**config.mk**
```make
export PLATFORM = sky130hd
export DESIGN_NAME = multicycle_control_fsm
export DESIGN_NICKNAME = d
export VERILOG_FILES = /design/src/rtl/multicycle_control_fsm.sv
export SDC_FILE = /design/constraint.sdc
export NUM_CORES = 1
export LEC_CHECK = 0
export ABC_AREA = 1
export BUFFER_PORTS_ARGS = -buffer_cell sky130_fd_sc_hd__buf_2
export CAP_MARGIN = 5
export CORE_MARGIN = 3
export CORE_UTILIZATION = 46
export CTS_CLUSTER_DIAMETER = 120
export CTS_CLUSTER_SIZE = 40
export DETAILED_ROUTE_END_ITERATION = 10
export HOLD_SLACK_MARGIN = 0.12
export PLACE_DENSITY = 0.78
export SYNTH_ARGS = -nofsm -noshare
export SYNTH_HDL_FRONTEND = slang
export SYNTH_SLANG_ARGS = --single-unit
```
**constraint.sdc**
```tcl
create_clock -name clk -period 2.9 [get_ports clk]
set_input_delay 0.29 -clock clk [delete_from_list [all_inputs] [get_ports clk]]
set_output_delay 0.29 -clock clk [all_outputs]
set_load 0.01 [all_outputs]
```
**src/rtl/multicycle_control_fsm.sv**
```systemverilog
// rtl/multicycle_control_fsm.sv - RV32I multicycle control sequencer (Moore FSM)
// Define MC_MEM_WAIT_EN to stall FETCH/MEMREAD/MEMWRITE until mem_ready.
module multicycle_control_fsm (
  input  logic       clk,
  input  logic       rst,
  input  logic [6:0] op,
  input  logic [2:0] funct3,
  input  logic       funct7b5,
  input  logic       zero,
  input  logic       mem_ready,
  output logic       pc_write,
  output logic       adr_src,
  output logic       mem_write,
  output logic       ir_write,
  output logic [1:0] result_src,
  output logic [1:0] alu_src_a,
  output logic [1:0] alu_src_b,
  output logic [1:0] imm_src,
  output logic       reg_write,
  output logic [2:0] alu_control,
  output logic       instr_done,
  output logic       illegal_op
);

  localparam logic [6:0] OP_LW   = 7'b0000011;
  localparam logic [6:0] OP_SW   = 7'b0100011;
  localparam logic [6:0] OP_R    = 7'b0110011;
  localparam logic [6:0] OP_I    = 7'b0010011;
  localparam logic [6:0] OP_JAL  = 7'b1101111;
  localparam logic [6:0] OP_BEQ  = 7'b1100011;

  typedef enum logic [3:0] {
    S_FETCH, S_DECODE, S_MEMADR, S_MEMREAD, S_MEMWB, S_MEMWRITE,
    S_EXECR, S_EXECI, S_ALUWB, S_JAL, S_BEQ
  } state_t;

  state_t     state, state_next;
  logic       mem_ok;
  logic [1:0] alu_op;
  logic [1:0] imm_from_op;

`ifdef MC_MEM_WAIT_EN
  assign mem_ok = mem_ready;
`else
  logic unused_mem_ready;
  assign unused_mem_ready = mem_ready;
  assign mem_ok = 1'b1;
`endif

  always_comb begin
    unique case (op)
      OP_SW:   imm_from_op = 2'b01;
      OP_BEQ:  imm_from_op = 2'b10;
      OP_JAL:  imm_from_op = 2'b11;
      default: imm_from_op = 2'b00;
    endcase
  end

  always_ff @(posedge clk) begin
    if (rst) state <= S_FETCH;
    else     state <= state_next;
  end

  always_comb begin
    state_next  = state;
    pc_write    = 1'b0;
    adr_src     = 1'b0;
    mem_write   = 1'b0;
    ir_write    = 1'b0;
    result_src  = 2'b00;
    alu_src_a   = 2'b00;
    alu_src_b   = 2'b00;
    imm_src     = 2'b00;
    reg_write   = 1'b0;
    alu_op      = 2'b00;
    alu_control = 3'b000;
    instr_done  = 1'b0;
    illegal_op  = 1'b0;

    unique case (state)
      S_FETCH: begin
        alu_src_b  = 2'b10;
        result_src = 2'b10;
        pc_write   = mem_ok;
        ir_write   = mem_ok;
        if (mem_ok) state_next = S_DECODE;
      end
      S_DECODE: begin
        // ALUOut <= OldPC + imm: branch/jump target ready for BEQ and JAL
        alu_src_a = 2'b01;
        alu_src_b = 2'b01;
        imm_src   = imm_from_op;
        unique case (op)
          OP_LW, OP_SW: state_next = S_MEMADR;
          OP_R:         state_next = S_EXECR;
          OP_I:         state_next = S_EXECI;
          OP_JAL:       state_next = S_JAL;
          OP_BEQ:       state_next = S_BEQ;
          default: begin
            illegal_op = 1'b1;
            state_next = S_FETCH;
          end
        endcase
      end
      S_MEMADR: begin
        alu_src_a  = 2'b10;
        alu_src_b  = 2'b01;
        imm_src    = imm_from_op;
        state_next = (op == OP_SW) ? S_MEMWRITE : S_MEMREAD;
      end
      S_MEMREAD: begin
        adr_src = 1'b1;
        if (mem_ok) state_next = S_MEMWB;
      end
      S_MEMWB: begin
        result_src = 2'b01;
        reg_write  = 1'b1;
        instr_done = 1'b1;
        state_next = S_FETCH;
      end
      S_MEMWRITE: begin
        adr_src    = 1'b1;
        imm_src    = 2'b01;
        mem_write  = mem_ok;
        instr_done = mem_ok;
        if (mem_ok) state_next = S_FETCH;
      end
      S_EXECR: begin
        alu_src_a  = 2'b10;
        alu_op     = 2'b10;
        state_next = S_ALUWB;
      end
      S_EXECI: begin
        alu_src_a  = 2'b10;
        alu_src_b  = 2'b01;
        alu_op     = 2'b10;
        state_next = S_ALUWB;
      end
      S_ALUWB: begin
        reg_write  = 1'b1;
        instr_done = 1'b1;
        state_next = S_FETCH;
      end
      S_JAL: begin
        alu_src_a  = 2'b01;
        alu_src_b  = 2'b10;
        imm_src    = 2'b11;
        pc_write   = 1'b1;
        state_next = S_ALUWB;
      end
      S_BEQ: begin
        alu_src_a  = 2'b10;
        imm_src    = 2'b10;
        alu_op     = 2'b01;
        pc_write   = zero;
        instr_done = 1'b1;
        state_next = S_FETCH;
      end
      default: state_next = S_FETCH;
    endcase

    unique case (alu_op)
      2'b01: alu_control = 3'b001;
      2'b10: begin
        unique case (funct3)
          3'b000:  alu_control = (op == OP_R && funct7b5) ? 3'b001 : 3'b000;
          3'b010:  alu_control = 3'b101;
          3'b110:  alu_control = 3'b011;
          3'b111:  alu_control = 3'b010;
          default: alu_control = 3'b000;
        endcase
      end
      default: alu_control = 3'b000;
    endcase

    // Reset cycle drives nothing, so an abandoned instruction cannot commit
    if (rst) begin
      pc_write    = 1'b0;
      adr_src     = 1'b0;
      mem_write   = 1'b0;
      ir_write    = 1'b0;
      result_src  = 2'b00;
      alu_src_a   = 2'b00;
      alu_src_b   = 2'b00;
      imm_src     = 2'b00;
      reg_write   = 1'b0;
      alu_control = 3'b000;
      instr_done  = 1'b0;
      illegal_op  = 1'b0;
    end
  end

endmodule
```
## Yosys cells after proc, flatten, opt, wreduce, memory -nomap -nowiden

Cells that the tools add are included.

- RAM bits: 0
- Bits in latches: 0
- Memories kept: 0
- Logic and storage cells: 69
- Memory bits (read-only): 0
- Register bits: 4

- Shifts and indexed selects: 0
- Add/sub/neg operators: 0
- Div/mod/pow operators: 0
- Order comparisons: 0
- Multiply operators: 0
- Muxes and demuxes: 32
- Reduce and logical (&&, ||, !) cells: 15
- Bitwise operators: 0
- Equal/unequal tests: 21

Operators with widths:

| kind | number |
|---|---|
| 4-bit case mux with 5 select lines | 2 |
| 4-bit by 3-bit == test with 1-bit output (second input constant) | 4 |
| 2-bit case mux with 2 select lines | 4 |
| 1-bit two-way mux | 15 |
| 7-bit by 6-bit == test with 1-bit output (second input constant) | 2 |
| 7-bit == test (second input constant) | 2 |
| 2-bit OR reduction | 7 |
| 4-bit == test (second input constant) | 3 |
| 3-bit case mux with 4 select lines | 1 |
| 4-bit by 2-bit == test with 1-bit output (second input constant) | 2 |
| 2-bit two-way mux | 4 |
| 2-bit case mux with 4 select lines | 1 |
| 4-bit OR reduction | 2 |
| 7-bit by 2-bit == test with 1-bit output (second input constant) | 1 |
| 7-bit by 5-bit == test with 1-bit output (second input constant) | 1 |
| 3-bit == test (second input constant) | 2 |
| 3-bit two-way mux | 2 |
| 2-bit case mux with 3 select lines | 1 |
| 3-bit case mux with 2 select lines | 1 |
| 3-bit OR reduction | 2 |
| 6-bit OR reduction | 1 |
| 4-bit by 1-bit == test with 1-bit output (second input constant) | 1 |
| 4-bit logical NOT | 1 |
| 3-bit by 2-bit == test with 1-bit output (second input constant) | 1 |
| other kinds (5) | 5 |

## Logic depth before layout (Yosys ltp)

Gate-level depths: netlist of the first run.

- Depth in word-level cells: 6
- Gate-level depth with buffers: 10
- Mapped depth without buffers: 10

## Worst setup path after synthesis of the first run

Ideal clock, no wire load.

- Kind: flip-flop to output port
- Start point: register state[3]
- End point: output alu_control[2]
- Data arrival time: 1.608 ns
- Buffers on the path: 0
- Required time: 2.610 ns
- Cell stages (with the launch flop): 9
- Setup slack: 1.002 ns
- Cells stage by stage: dfxtp_1 inv_2 nor2_4 inv_2 nor2_4 inv_2 ha_1 or2_2 nor4_1

- Word-level cells in the longest chain between the ends: 6

Ends and longest elaborated chain:

| element | RTL line | text |
|---|---|---|
| start: declaration | 37 | `state_t state, state_next;` |
| start signal: assignment | 61 | `else state <= state_next;` |
| 4-bit by 3-bit == test with 1-bit output | 80 | `unique case (state)` |
| 2-bit OR reduction (no source line) | n/a |  |
| 2-bit case mux with 2 select lines (*) | 80 |  |
| 2-bit == test / 2-bit by 1-bit == test with 1-bit output (equally long branches) | 162 | `unique case (alu_op)` |
| 3-bit case mux with 2 select lines (*) | 162 |  |
| 3-bit two-way mux (*) | 177 | `if (rst) begin` |
| end: declaration | 20 | `output logic [2:0] alu_control,` |

Every way passes the cells marked *; elsewhere a longest branch is shown, timed or not.

## Worst setup path after layout of the first run

- Start point: register state[2]
- End point: output alu_control[2]

The elaborated chain is that of the path after synthesis.

==> results of run 1 <==
-- layer usage --
metal	GRT usage, %	up-vias
met1	24.6	320
li1	-	404
met5	0	-
met2	28.0	26
met3	3.43	4
met4	11.8	0
-- power by group through the flow --
stage,sequential (mW),combinational (mW),clock (mW)
floorplan,0.0593,0.0329,0
global placement,0.0597,0.0503,0
detailed placement,0.0597,0.0510,0
CTS,0.0589,0.0511,0.0750
global route,0.0590,0.0580,0.0806
finish,0.0588,0.0511,0.0726
-- cell usage after synthesis (all sizes together) --
cell type / n
nand2: 27
nor2: 24
inv: 19
a21oi: 11
nand3: 6
nor3: 5
dfxtp: 4
a31oi: 2
buf: 2
ha: 2
o21ai: 2
clkbuf: 1
nand4: 1
nor3b: 1
nor4: 1
or2: 1
-- cells by family after synthesis --
group,count (synthesis)
and+or+nand+nor,66
buffers and inverters,22
AOI/OAI and AO/OA,15
DFF,4
adders and majority gates,2
-- worst register-to-register path, cell delays in order (launching register included) --
cell	delay, ns
dfxtp_1	0.42
inv_2	0.10
nand2_2	0.13
nor2_1	0.08
nand2_1	0.09
nand2_1	0.06
nor2_1	0.13
nor2_1	0.05
-- final timing paths --
kind	end	slack, ns	depth (start not counted)
worst max register to register	state[2]	1.72	7
worst min-delay path	state[0]	0.40	4
worst max-delay path	alu_control[2]	0.69	8
worst min register to register	state[3]	0.70	4
-- cell type report --
type / count / area (um2)
inverters: 19 / 71.3
multi-input cells: 83 / 434
clock buffers: 3 / 22.5
flip-flops and latches: 4 / 80.1
repair buffers: 31 / 155
well taps: 14 / 17.5
fillers: 127 / 390
-- through the flow --
stage                     area (um2)  setup WS, ns  power, mW
after CTS                        781         0.677      0.185
after global routing             781         0.531      0.198
after floorplan                  602          1.00     0.0923
after global placement           758         0.984      0.110
final                            781         0.690      0.183
after detailed placement         758         0.949      0.111
==> qor.yml, run 1 <==
p_switching_uw: 59.1
syn_avg_cell_area_um2: 5.52
grt_pass1_wl_um: 2570
hold_viol: 0
p_seq_share_pct: 32.2
crit_type: "reg -> out"
setup_violations: 0
period_share_pct: 76.2
ctsHoldBuffers: 0
highest-signal-layer: "met4"
synthSimpleGateAreaFrac_pct: 54.5
final_cells: 154
grt_start_max_net_pins: 21
synth_top_family_by_area: "simple AND/OR/NAND/NOR gates"
clock_sinks: 4
synth_compound_area_share_pct: 13.5
final_nets: 159
slowest_delay_ns: 0.42
io_buffers: 31
area_growth_pct: 29.7
path_delay_family: "simple AND/OR/NAND/NOR gates"
synth_area_leaders: "nand2_1 15%, dfxtp_1 13%, nor2_1 11%"
dr_total_vias: 754
muxShareOfSynthArea_pct: 0
cp-start-kind: "register"
tns_ns: 0
initialDrtViolationCount: 9
wire_per_inst_um: 10.1
track_usage_pct: 18.8
mostFrequentLayoutCells: "31 x buf_2, 24 x nand2_1, 17 x nor2_1"
synth_top_area_share_pct: 15.0
yosysTopAreaCell: "nand2_1"
regToRegStartpoint: "state[2]"
overflow: 0
syn-num-nets: 126
die_y_um: 42.2
diodes: 0
routed_wl_um: 1550
die_x_um: 42.2
cts_buffers: 3
ys_seq_elements: 4
skew_ns: 0.0108
layout-drive-gt1-share_pct: 37.1
ys_seq_area_share_pct: 13.3
slew_violations: 0
peakVddDrop_v: 0.000237
hold_start: "op[5]"
cts_tree: "built"
drc_errors: 0
dieArea_mm2: 0.00178
layout_min_cycle_time_ns: 2.21
timing.hold.ws_ns: 0.402
synthAdderAreaFrac_pct: 4.16
rows: 12
cts_buffer_depth: 2
dp.cells: 151
fin_util_pct: 66.7
wl_met2_um: 689
slowest_stage: "dfxtp_1"
cts-resized-gates: 0
worst-path-max-fanout: 5
drt-met1-wl_um: 719
cts_htree_levels: 1
status: "completed"
slew_headroom_pct: 77.2
pwr-share-clk_pct: 39.8
crit_arrival_ns: 1.92
ys.warnings.count: 0
p_leak_nw: 0.421
critPathBufInv: 3
cap_viol_max_count: 0
dp_hpwl_um: 1270
cp-startpoint: "state[2]"
syn_area_um2: 602
ys_types: 23
first_global_vias: 599
swShare_pct: 32.4
dr.pass1.iters: 4
start_util_pct: 51.4
regMostFlops: "state"
worstSetupEndpointType: "output pin"
path_cells: "inv_2, nor2_4, inv_2, nor2_4, ha_1, or2_2, nor4_1, buf_2"
top_regs: "state (4)"
largest_reg_flops: 4
clock.fmax_ghz: 0.453
met3_length_um: 106
synth_xor_area_share_pct: 0
core_mm2: 0.00117
antenna_found_initial: 0
post_cts_buffers: 0
clkTransAtPathRegs_ns: 0.04
min_path_type: "in -> reg"
rsz0062_at_grt: "false"
avgViaCountPerCell: 4.90
syn_inst: 109
worstMarginPinSlew_ns: 0.341
gp_congestion: 0.882
power_frac_comb_pct: 28.0
powerDensity_mw_per_mm2: 234
clock_latency_ns: 0.25
final_common_cell: "buf_2"
postRouteAntennaNets: 0
p_int_uw: 124
cp_data_required_time_ns: 2.61
cts.root.buffer_cell: "clkbuf_4"
io_pins: 33
Power figures use the tool's default switching activity.
==> inputs of run 2 (changes only) <==
--- a/config.mk
+++ b/config.mk
@@ -5,16 +5,16 @@
 export SDC_FILE = /design/constraint.sdc
 export NUM_CORES = 1
 export LEC_CHECK = 0
-export ABC_AREA = 1
+export ABC_AREA = 0
 export BUFFER_PORTS_ARGS = -buffer_cell sky130_fd_sc_hd__buf_2
 export CAP_MARGIN = 5
 export CORE_MARGIN = 3
-export CORE_UTILIZATION = 46
+export CORE_UTILIZATION = 43
 export CTS_CLUSTER_DIAMETER = 120
 export CTS_CLUSTER_SIZE = 40
 export DETAILED_ROUTE_END_ITERATION = 10
 export HOLD_SLACK_MARGIN = 0.12
-export PLACE_DENSITY = 0.78
+export PLACE_DENSITY = 0.74
 export SYNTH_ARGS = -nofsm -noshare
 export SYNTH_HDL_FRONTEND = slang
 export SYNTH_SLANG_ARGS = --single-unit
==> constraint.sdc (replaced) <==
create_clock -name clk -period 2.09 [get_ports clk]
set_input_delay 0.209 -clock clk [delete_from_list [all_inputs] [get_ports clk]]
set_output_delay 0.209 -clock clk [all_outputs]
set_load 0.01 [all_outputs]
==> run 2 against run 1 <==
Net effect: first-iteration DRC count rose by 100%; register-to-register slack lost 0.93 ns; non-clock buffer count increased by 6; combinational power is 55% higher; critical path depth decreased by 2; sequential share of layout area is 0.36 points lower; wire length is 7.2% higher.
==> qor.yml, run 2 <==
hold_viol: 0
layout_min_cycle_time_ns: 1.93
r2r_cells: 4
syn_avg_cell_area_um2: 7.03
drc_errors: 0
period_share_pct: 92.2
rsz0062_at_grt: "false"
setup_slack_ns: 0.162
clock_sinks: 4
dpl-instance-area_um2: 787
setup_violations: 0
die_y_um: 43.5
seq_area_um2: 80.1
cp-start-kind: "register"
first_global_vias: 626
syn-num-nets: 103
overflow: 0
io_buffers: 31
crit_end: "alu_control[0]"
p_int_uw: 179
dieArea_mm2: 0.00189
status: "completed"
cp_data_required_time_ns: 1.88
min_path_type: "in -> reg"
grt_start_max_net_pins: 16
mostFrequentLayoutCells: "31 x buf_2, 8 x nand2b_1, 6 x nor2_1, 6 x nor3_1, 6 x buf_4"
synthArstFlopShare_pct: 0
power_frac_comb_pct: 30.4
worst-path-max-fanout: 9
cp-startpoint: "state[3]"
largest_reg_flops: 4
synth_area_leaders: "dfxtp_1 13%, nand2b_1 8.3%, nor3_1 5.0%"
skew_ns: 0.00170
synth_most_common_cell: "nand2b_1"
cts_htree_levels: 1
area_growth_pct: 34.0
slew_headroom_pct: 71.5
ys_types: 39
dp_hpwl_um: 1320
p_leak_nw: 0.377
dr.pass1.iters: 4
peakVddDrop_v: 0.000236
initialDrtViolationCount: 18
multi_input_area_um2: 478
crit_type: "reg -> out"
ctsHoldBuffers: 0
regMostFlops: "state"
clock.fmax_ghz: 0.519
final_nets: 138
clock_latency_ns: 0.24
ys.flop_type: "dfxtp_1"
worstMarginPinSlew_ns: 0.424
die_x_um: 43.5
dr_total_vias: 774
cts.root.buffer_cell: "clkbuf_4"
ys.warnings.count: 0
final_common_cell: "buf_2"
top_regs: "state (4)"
power.total_uw: 260
slowest_stage: "dfxtp_1"
syn_area_um2: 604
tns_ns: 0
slowest_delay_ns: 0.48
ys_seq_elements: 4
ys_top_cells_by_count: "8 x nand2b_1, 6 x nor2_1, 6 x nor3_1, 5 x a21oi_1"
n_fill_cell: 126
post_cts_buffers: 0
core_mm2: 0.00122
gp_congestion: 0.783
synth_top_area_share_pct: 13.3
postRouteAntennaNets: 0
cts_tree: "built"
design_area_um2: 810
path_cells: "and3b_1, ha_1, nand3_1, nor4_1, o31a_1, buf_2"
track_usage_pct: 17.6
diodes: 0
clkTransAtPathRegs_ns: 0.04
rows: 12
cts_buffers: 3
antenna_found_initial: 0
routed_wl_um: 1660
regToRegStartpoint: "state[2]"
p_switching_uw: 81.2
p_seq_share_pct: 31.6
hold-path-cell-count: 3
swShare_pct: 31.2
rr_endpoint: "state[0]"
wire_per_inst_um: 12.5
ys_seq_area_share_pct: 13.3
cap_viol_max_count: 0
worstSetupEndpointType: "output pin"
r2r_setup_slack_ns: 0.79
cts_buffer_depth: 2
io_pins: 33
slew_violations: 0
path_delay_family: "flip-flops"
synth-edff-count: 0
cp.depth: 6
crit_arrival_ns: 1.72
avgViaCountPerCell: 5.82
pre_cts_slack_ns: 0.416
yosysTopAreaCell: "dfxtp_1"
grt_pass1_wl_um: 2600
critPathBufInv: 1
syn_inst: 86
start_util_pct: 49.7
powerDensity_mw_per_mm2: 321
pwr-share-clk_pct: 38.0
layout-drive-gt1-share_pct: 35.3
cts-resized-gates: 0
run 2: cell count changes after synthesis, moves of 5 or more:
cell	change
inv_1	-10
nor2_4	-5
nand2b_1	+8
nor2_1	-11
inv_2	-6
nand2_1	-20
a21oi_1	-5
run 2: worst min path at each step:
stage                from  endpoint  slack, ns
floorplan             rst  state[2]       0.39
global placement    op[5]  state[0]       0.55
detailed placement  op[5]  state[0]       0.56
CTS                 op[5]  state[0]       0.31
global route        op[3]  state[0]       0.34
finish              op[5]  state[0]       0.32
run 2: power by group through the flow:
stage	Clock (mW)	Combinational [mW]	Sequential [mW]
detailed placement	0	0.0788	0.0835
global route	0.109	0.0869	0.0828
floorplan	0	0.0464	0.0821
finish	0.0988	0.0792	0.0823
global placement	0	0.0766	0.0836
CTS	0.0998	0.0789	0.0823
run 2: final cells by class:
cell class	instances	area share, %
Tap cell	14	2.16
Inverter	3	1.39
Sequential cell	4	9.89
Multi-Input combinational cell	72	59.0
Timing Repair Buffer	37	24.7
Clock buffer	3	2.78
run 2: cell families (layout without fill, tap and decap cells):
group | count (synthesis) | after routing | synth area share [%]
XOR/XNOR | 4 | 4 | 5.80
flip-flops | 4 | 4 | 13.3
AO/OA/AOI/OAI | 19 | 19 | 23.2
buffers and inverters | 10 | 43 | 7.66
AND/OR/NAND/NOR | 47 | 47 | 46.0
adder cells (fa/ha/maj) | 2 | 2 | 4.14
run 2: per-stage QoR:
stage                     hold WS (ns)  utilization, %  instances
final                            0.318            66.6        133
after global routing             0.337            66.6        133
after CTS                        0.313            66.6        133
after detailed placement         0.558            64.7        130
after global placement           0.555            64.7        130
after floorplan                  0.393               -         86
run 2: metal layers:
metal | share of wire (%) | vias up | GRT usage (%)
met5 | 0 | - | 0
met4 | 0 | 0 | 6.63
met3 | 8.2 | 0 | 3.73
met2 | 48 | 38 | 28.6
met1 | 44 | 351 | 22.5
li1 | - | 385 | -
run 2: worst min-delay path, cell delays in order:
cell     delay (ns)
buf_2          0.11
or3_1          0.11
a31oi_1        0.08
==> inputs of run 3 (changes only) <==
==> constraint.sdc (replaced) <==
create_clock -name clk -period 1.9 [get_ports clk]
set_input_delay 0.19 -clock clk [delete_from_list [all_inputs] [get_ports clk]]
set_output_delay 0.19 -clock clk [all_outputs]
set_load 0.01 [all_outputs]
==> run 3 against run 2 <==
Net effect: critical path depth grew 1; clock-buffer cell count unchanged; flip-flop and latch count unchanged; combinational power rose by 20%; hold slack lost 0.033 ns; core utilization rose by 6.9 points; final cell count rose by 4.5%; via count up 3.5%; clock power grew 10%; sequential share of layout area fell by 0.65 points; largest power group unchanged; highest routed layer unchanged.
==> qor.yml, run 3 (synthesis gave the netlist of run 2 again) <==
top_regs: "state (4)"
overflow: 0
regMostFlops: "state"
power.total_uw: 291
critPathBufInv: 2
period_share_pct: 95.6
die_y_um: 43.5
track_usage_pct: 19.0
start_util_pct: 49.7
hold_viol: 0
cts_htree_levels: 1
first_global_vias: 662
p_int_uw: 200
diodes: 0
n_fill_cell: 124
layout_min_cycle_time_ns: 1.82
cts_tree: "built"
grt_start_max_net_pins: 16
r2r_cells: 4
clock.fmax_ghz: 0.550
regToRegStartpoint: "state[0]"
worst-path-max-fanout: 6
pwr-share-clk_pct: 37.3
largest_reg_flops: 4
cp-startpoint: "state[1]"
dr.pass1.iters: 4
skew_ns: 0.00290
final_cells: 139
io_buffers: 31
core_mm2: 0.00122
dpl-instance-area_um2: 802
peakVddDrop_v: 0.000292
seq_area_um2: 82.6
r2r_setup_slack_ns: 0.69
swShare_pct: 31.5
path_delay_family: "simple AND/OR/NAND/NOR gates"
timing.hold.ws_ns: 0.285
design_area_um2: 893
slew_headroom_pct: 77.0
powerDensity_mw_per_mm2: 326
avgViaCountPerCell: 5.76
final_common_cell: "buf_2"
path_cells: "buf_6, and3b_2, ha_4, nand2_1, nor2_1, o31a_1, buf_2"
crit_type: "reg -> out"
multi_input_area_um2: 510
slowest_delay_ns: 0.32
worstHoldEndpoint: "state[0]"
dieArea_mm2: 0.00189
layout-drive-gt1-share_pct: 44.8
dp_hpwl_um: 1310
crit_arrival_ns: 1.63
gp_congestion: 0.765
postRouteAntennaNets: 0
cp-start-kind: "register"
dr_total_vias: 801
tns_ns: 0
clock_sinks: 4
rows: 12
setup_violations: 0
rr_endpoint: "state[1]"
p_switching_uw: 91.7
io_pins: 33
antenna_found_initial: 0
cp_data_required_time_ns: 1.71
wire_per_inst_um: 13.5
power_frac_comb_pct: 32.5
cap_viol_max_count: 0
cts_buffer_depth: 2
worstMarginPinSlew_ns: 0.336
initialDrtViolationCount: 17
area_growth_pct: 47.8
mostFrequentLayoutCells: "31 x buf_2, 11 x buf_4, 8 x nand2b_1"
grt_pass1_wl_um: 2830
p_leak_nw: 0.411
status: "completed"
drc_errors: 0
hold_start: "op[3]"
worstSetupEndpointType: "output pin"
slowest_stage: "dfxtp_2"
slew_violations: 0
min_path_type: "in -> reg"
clock_latency_ns: 0.24
cts.root.buffer_cell: "clkbuf_4"
routed_wl_um: 1880
die_x_um: 43.5
dp.cells: 132
hold-path-cell-count: 3
clkTransAtPathRegs_ns: 0.04
p_seq_share_pct: 30.2
cts_buffers: 3
ctsHoldBuffers: 0
final_nets: 144
==> run 3: cell count changes in the layout (fill, tap and decap cells not counted), sizes merged <==
| cell | change |
|---|---|
| buf | +6 |
==> run 3: cell type report <==
| cell class | instances | area share [%] |
|---|---|---|
| inverters | 3 | 1.26 |
| repair buffers | 43 | 27.9 |
| well taps | 14 | 1.96 |
| clock buffers | 3 | 2.52 |
| flip-flops and latches | 4 | 9.24 |
| multi-input cells | 72 | 57.1 |
==> run 3: routing by layer <==
metal | track usage [%] | up-vias | share of wire (%)
met5 | 0 | - | 0
met4 | 5.42 | 0 | 0
met3 | 2.90 | 0 | 7.1
met2 | 31.9 | 38 | 51
met1 | 25.1 | 365 | 42
li1 | - | 398 | -
==> run 3: metrics by stage <==
stage	util [%]	setup slack, ns
global route	73.5	-0.00136
detailed placement	65.9	0.295
global placement	65.9	0.306
finish	73.5	0.0834
CTS	67.8	0.0314
floorplan	-	0.0959
==> run 3: worst max-delay path by stage <==
stage                           endpoint  slack, ns  cells after the start
after floorplan           alu_control[2]        0.1                      4
after global placement    alu_control[0]       0.31                      7
after detailed placement  alu_control[0]       0.30                      7
after CTS                 alu_control[0]       0.03                      7
after global routing      alu_control[0]     -0.001                      7
final                     alu_control[0]       0.08                      7
==> run 3: what timing repair did <==
action                                  4_1_cts  5_1_grt
resized for setup                             0       10
buffers inserted                              0        4
hold endpoints to repair                      0        0
endpoints found under the setup margin        0        3
==> run 3: worst min-delay path, cell delays in order <==
cell     delay, ns
buf_2         0.11
nand4_1       0.09
a31oi_1       0.08
==> run 3: power groups by stage <==
| stage | Clock, mW | Combinational, mW | Sequential (mW) |
|---|---|---|---|
| global route | 0.120 | 0.104 | 0.0881 |
| floorplan | 0 | 0.0510 | 0.0903 |
| detailed placement | 0 | 0.0914 | 0.0889 |
| CTS | 0.112 | 0.0918 | 0.0876 |
| finish | 0.109 | 0.0948 | 0.0881 |
| global placement | 0 | 0.0889 | 0.0889 |
